### config.mk
export PLATFORM = sky130hd
export DESIGN_NAME = accumulator_bank
export DESIGN_NICKNAME = d
export VERILOG_FILES = /design/src/rtl/accumulator_bank.sv
export SDC_FILE = /design/constraint.sdc
export NUM_CORES = 1
export LEC_CHECK = 0
export ABC_CLOCK_PERIOD_IN_PS = 16000
export BUFFER_PORTS_ARGS = -buffer_cell sky130_fd_sc_hd__buf_2
export CAP_MARGIN = 20
export CELL_PAD_IN_SITES_DETAIL_PLACEMENT = 1
export CELL_PAD_IN_SITES_GLOBAL_PLACEMENT = 2
export CORE_MARGIN = 2
export CORE_UTILIZATION = 44
export DETAILED_ROUTE_END_ITERATION = 12
export PLACE_DENSITY_LB_ADDON = 0.1
export REMOVE_ABC_BUFFERS = 1
export SYNTH_ARGS = -nofsm -noshare
export SYNTH_HDL_FRONTEND = slang
export SYNTH_SLANG_ARGS = --single-unit
### constraint.sdc
create_clock -name clk -period 16 [get_ports clk]
set_clock_uncertainty 0.2 [all_clocks]
set_input_delay 3.2 -clock clk [delete_from_list [all_inputs] [get_ports clk]]
set_output_delay 3.2 -clock clk [all_outputs]
set_load 0.005 [all_outputs]
### src/rtl/accumulator_bank.sv
// rtl/accumulator_bank.sv - multi-channel add/sub/clear/load accumulator bank with clear-all sweep
module accumulator_bank #(
    parameter int ACC_WIDTH = 24,
    parameter int ADD_WIDTH = 8,
    parameter int NUM_CH    = 4,
    localparam int CH_BITS  = $clog2(NUM_CH)
) (
    input  logic                 clk,
    input  logic                 rst,
    input  logic                 in_valid,
    input  logic [CH_BITS-1:0]   in_ch,
    input  logic [1:0]           in_op,
    input  logic [ADD_WIDTH-1:0] in_value,
    input  logic                 sat_en,
    input  logic                 clr_all,
    output logic                 in_ready,
    input  logic [CH_BITS-1:0]   rd_ch,
    output logic [ACC_WIDTH-1:0] rd_data,
    output logic [NUM_CH-1:0]    ovf,
    output logic [NUM_CH-1:0]    msb
);
    localparam logic [1:0] OP_ADD = 2'b00;
    localparam logic [1:0] OP_SUB = 2'b01;
    localparam logic [1:0] OP_CLR = 2'b10;
    localparam logic [CH_BITS-1:0] LAST_CH = CH_BITS'(NUM_CH - 1);

    typedef enum logic {IDLE, SWEEP} state_t;

    state_t               state, next_state;
    logic [CH_BITS-1:0]   sweep_idx, next_sweep_idx;
    logic [ACC_WIDTH-1:0] acc [NUM_CH];

    logic                 accept;
    logic [ACC_WIDTH:0]   operand_ext, sum_ext, diff_ext;
    logic [ACC_WIDTH-1:0] op_result;
    logic                 op_ovf;

    assign in_ready    = (state == IDLE);
    assign accept      = in_valid && in_ready;
    // One extra bit holds carry-out on add and borrow on subtract
    assign operand_ext = (ACC_WIDTH+1)'(in_value);
    assign sum_ext     = {1'b0, acc[in_ch]} + operand_ext;
    assign diff_ext    = {1'b0, acc[in_ch]} - operand_ext;

    always_comb begin
        op_result = acc[in_ch];
        op_ovf    = ovf[in_ch];
        case (in_op)
            OP_ADD: begin
                op_result = (sum_ext[ACC_WIDTH] && sat_en) ? '1 : sum_ext[ACC_WIDTH-1:0];
                op_ovf    = ovf[in_ch] | sum_ext[ACC_WIDTH];
            end
            OP_SUB: begin
                op_result = (diff_ext[ACC_WIDTH] && sat_en) ? '0 : diff_ext[ACC_WIDTH-1:0];
                op_ovf    = ovf[in_ch] | diff_ext[ACC_WIDTH];
            end
            OP_CLR: begin
                op_result = '0;
                op_ovf    = 1'b0;
            end
            default: begin
                op_result = ACC_WIDTH'(in_value);
                op_ovf    = 1'b0;
            end
        endcase
    end

    always_comb begin
        next_state     = state;
        next_sweep_idx = sweep_idx;
        case (state)
            IDLE: begin
                if (clr_all) begin
                    next_state     = SWEEP;
                    next_sweep_idx = '0;
                end
            end
            SWEEP: begin
                next_sweep_idx = sweep_idx + CH_BITS'(1);
                if (sweep_idx == LAST_CH) begin
                    next_state = IDLE;
                end
            end
            default: next_state = IDLE;
        endcase
    end

    always_ff @(posedge clk) begin
        if (rst) begin
            state     <= IDLE;
            sweep_idx <= '0;
        end else begin
            state     <= next_state;
            sweep_idx <= next_sweep_idx;
        end
    end

    // Accepted ops and sweep clears never coincide: accept requires IDLE
    always_ff @(posedge clk) begin
        if (rst) begin
            for (int i = 0; i < NUM_CH; i++) begin
                acc[i] <= '0;
            end
            ovf     <= '0;
            rd_data <= '0;
        end else begin
            rd_data <= acc[rd_ch];
            if (accept) begin
                acc[in_ch] <= op_result;
                ovf[in_ch] <= op_ovf;
            end
            if (state == SWEEP) begin
                acc[sweep_idx] <= '0;
                ovf[sweep_idx] <= 1'b0;
            end
        end
    end

    always_comb begin
        msb = '0;
        for (int i = 0; i < NUM_CH; i++) begin
            msb[i] = acc[i][ACC_WIDTH-1];
        end
    end
endmodule
==> results by group <==
Logic synthesis
  – Synthesized area: between 0.007 and 0.008 mm²
  – Seq/Total Area, Yosys: 0.449
  – Async S/R FF share, synth: 0
  – Distinct cells, synth: 70
  – Avg Cell Area, Syn: 11.0 µm²
  – Most frequent cell after synthesis: nor2_1
  – Ranking of synthesized cells by instance count: 98 x nor2_1, 96 x edfxtp_1, 46 x mux4_2
  – Synth Warn #: 0
  – Synth top area cells: edfxtp_1 37%, mux4_2 13%, dfxtp_1 7.9%
  – Yosys top cell area share: 0.369
  – Flops & latches, synth: 127
  – Main flop type after synthesis: edfxtp_1
  – Post-Synthesis Cells: roughly 710
  – Post-synth EDFFs: 96
  – Synth area leader: edfxtp_1

Power
  – Cell-internal power: ~0.70 mW
  – NetSw: ~0.27 mW
  – Flop pwr share: 0.400
  – Comb power frac: 0.182
  – Switching Share: 0.276
  – PwrDens: roughly 110 mW/mm²
  – Clock share of power: 0.418
  – Leak: roughly 3.2 nW
  – Total power: ~0.97 mW
  – VDD IR max: around 75 µV

Drt
  – DRT antenna net count: 0
  – Routed wire length: 23.9 mm
  – Drt drc: 0
  – Vias: 6,061
  – 1st-iter DRT viols: 420
  – Vias per inst: between 6 and 7
  – TritonRoute pass-1 iters: 4
  – Post-DR wirelength/cell: ~25 µm

STA
  – Final hold vios: 0
  – Setup ws final: between 8 and 9 ns
  – Min Tclk post-route: about 7.6 ns
  – Max Fclk: between 100 and 150 MHz
  – RSZ-0062 raised after global routing: false
  – Tcrit/Tclk final: 0.475
  – Final setup viols: 0
  – Setup tns final: 0 ns
  – Worst Tran Pin Value: roughly 1.2 ns
  – Worst slew margin: 0.226
  – WHS: between 0.2 and 0.3 ns
  – Fin. max-slew vios: 0

Layout
  – Area Overhead vs Synth: 11.8%
  – ANT cells: 0
  – Layout cells sized above 1: 0.209
  – Design Area, Final: slightly below 0.009 mm²
  – Final #Nets: approximately 770

CTS
  – Hold Buf Count CTS: 0
  – Clock Tree Root: clkbuf_16
  – Clock sinks: ~130
  – CTS H-tree depth: 4
  – Clock tree buffer depth: 2
  – Clk Latency, worst-skew pair: 0.43 ns
  – CTS buffer count: 17
  – CTS clock-pin slew for the worst setup and hold paths: roughly 0.060 ns
  – CTS tree: done
  – CTS resizes: 0
  – Post-CTS repair timing setup buffer count: 0

Die
  – FP Rows: 48
  – Die Area: approximately 0.019 mm²
  – Boundary pin count: between 50 and 60
  – Core area: about 0.017 mm²
  – Starting density of the core: 0.451
  – Die W: roughly 140 µm
  – Die Ht: 137 µm

Global route
  – Initial antenna violation count: 0
  – Global-route wire length before repair: about 37 mm
  – Overflow after GRT: 0
  – Overall routing resource usage: 0.270
  – Largest net degree at the start of global routing: between 40 and 50
  – Number of global-route vias before repair: about 6,300

Run
  – Maxcap violations: 0

Hold path
  – Min-Delay Path Class: register to register

Placed design
  – Post-DP HPWL: around 16 mm
  – Placed inst area: 0.00811 mm²
  – Placement Setup Slack: between 7 and 8 ns
  – Routability cong.: roughly 0.89
  – PortBufs: 51

Setup path
  – Required time worst endpoint: around 16 ns
  – Critical-path maximum fanout: 32
  – Crit start category: input port
  – Crit Path Category: input port to register
  – Crit. End Element: register
  – Worst EP arrival: between 7 and 8 ns

Run status
  – Status: complete, no violations
==> power by group through the flow <==
| stage | Combinational [mW] | Clock, mW | Sequential [mW] |
|---|---|---|---|
| floorplan | 0.114 | 0 | 0.391 |
| global placement | 0.170 | 0 | 0.392 |
| detailed placement | 0.174 | 0 | 0.394 |
| CTS | 0.175 | 0.408 | 0.388 |
| global route | 0.192 | 0.423 | 0.390 |
| finish | 0.176 | 0.405 | 0.388 |
==> sequential cells by signal, summed over array words and instances, names as in the netlist <==
name	flops
acc	96
ovf	4
rd_data	24
state	1
sweep_idx	2
==> through the flow <==
step	std cells	utilization
after global routing	963	0.505
after floorplan	655	-
final	963	0.505
after detailed placement	931	0.469
after global placement	931	0.469
after CTS	962	0.504
==> worst paths after layout <==
| path | depth (start not counted) | slack (ns) | start | end |
|---|---|---|---|---|
| min reg2reg | 2 | 0.28 | ovf[3]$_SDFF_PP0_ | ovf[3]$_SDFF_PP0_ |
| max reg2reg | 9 | 11.42 | acc[0][6]$_SDFFCE_PN0P_ | acc[0][16]$_SDFFCE_PN0P_ |
| min | 2 | 0.28 | ovf[3]$_SDFF_PP0_ | ovf[3]$_SDFF_PP0_ |
| max | 10 | 8.41 | in_ch[1] | acc[0][16]$_SDFFCE_PN0P_ |
==> layer usage <==
metal,GRT usage,part of all wire,vias up,routed length (µm)
met1,0.361,0.44,3160,10500
met3,0.0423,0.044,33,1050
li1,-,-,2721,-
met4,0.0888,0.020,0,473
met5,0,0,-,0
met2,0.452,0.50,147,11900
==> area by class of cell <==
type                            count  area, µm²
Clock buffer                       19        433
Clock inverter                     12        168
Fill cell                        1842       8560
Inverter                           27        101
Multi-Input combinational cell    501       3970
Sequential cell                   127       3500
Tap cell                          225        282
Timing Repair Buffer               52        275
==> worst max-delay path, stage by stage <==
cell	delay, ns
buf_2	0.70
mux4_2	0.48
ha_1	0.44
or4b_2	0.69
a211oi_2	0.38
o211ai_1	0.18
or3_1	0.57
nor4b_1	0.23
a211oi_1	0.53
and4_1	0.28
==> logic make-up after synthesis <==
logic type	count (synthesis)	share of synthesized area
mux	52	0.145
buf+inv	80	0.0447
flops	127	0.449
fa+ha+maj	23	0.0388
compound gates	146	0.135
xor+xnor	14	0.0157
simple gates	266	0.172
==> cell usage in the layout (no fill, tap or decap), types with 8 or more instances in the layout <==
cell type and instances:
nor2_1 97, nor4_1 8, nand2_1 34, a211oi_1 8, edfxtp_1 96, xnor2_1 10
a31oi_1 16, nor3_1 20, o21ai_0 19, buf_2 51, mux4_2 46, inv_1 27
or2_2 9, a21oi_1 39, nor2b_1 34, ha_1 21, clkbuf_16 17, and2_1 9
nand3_1 9, dfxtp_1 31
Note: power is estimated with default switching activity, not from simulation.
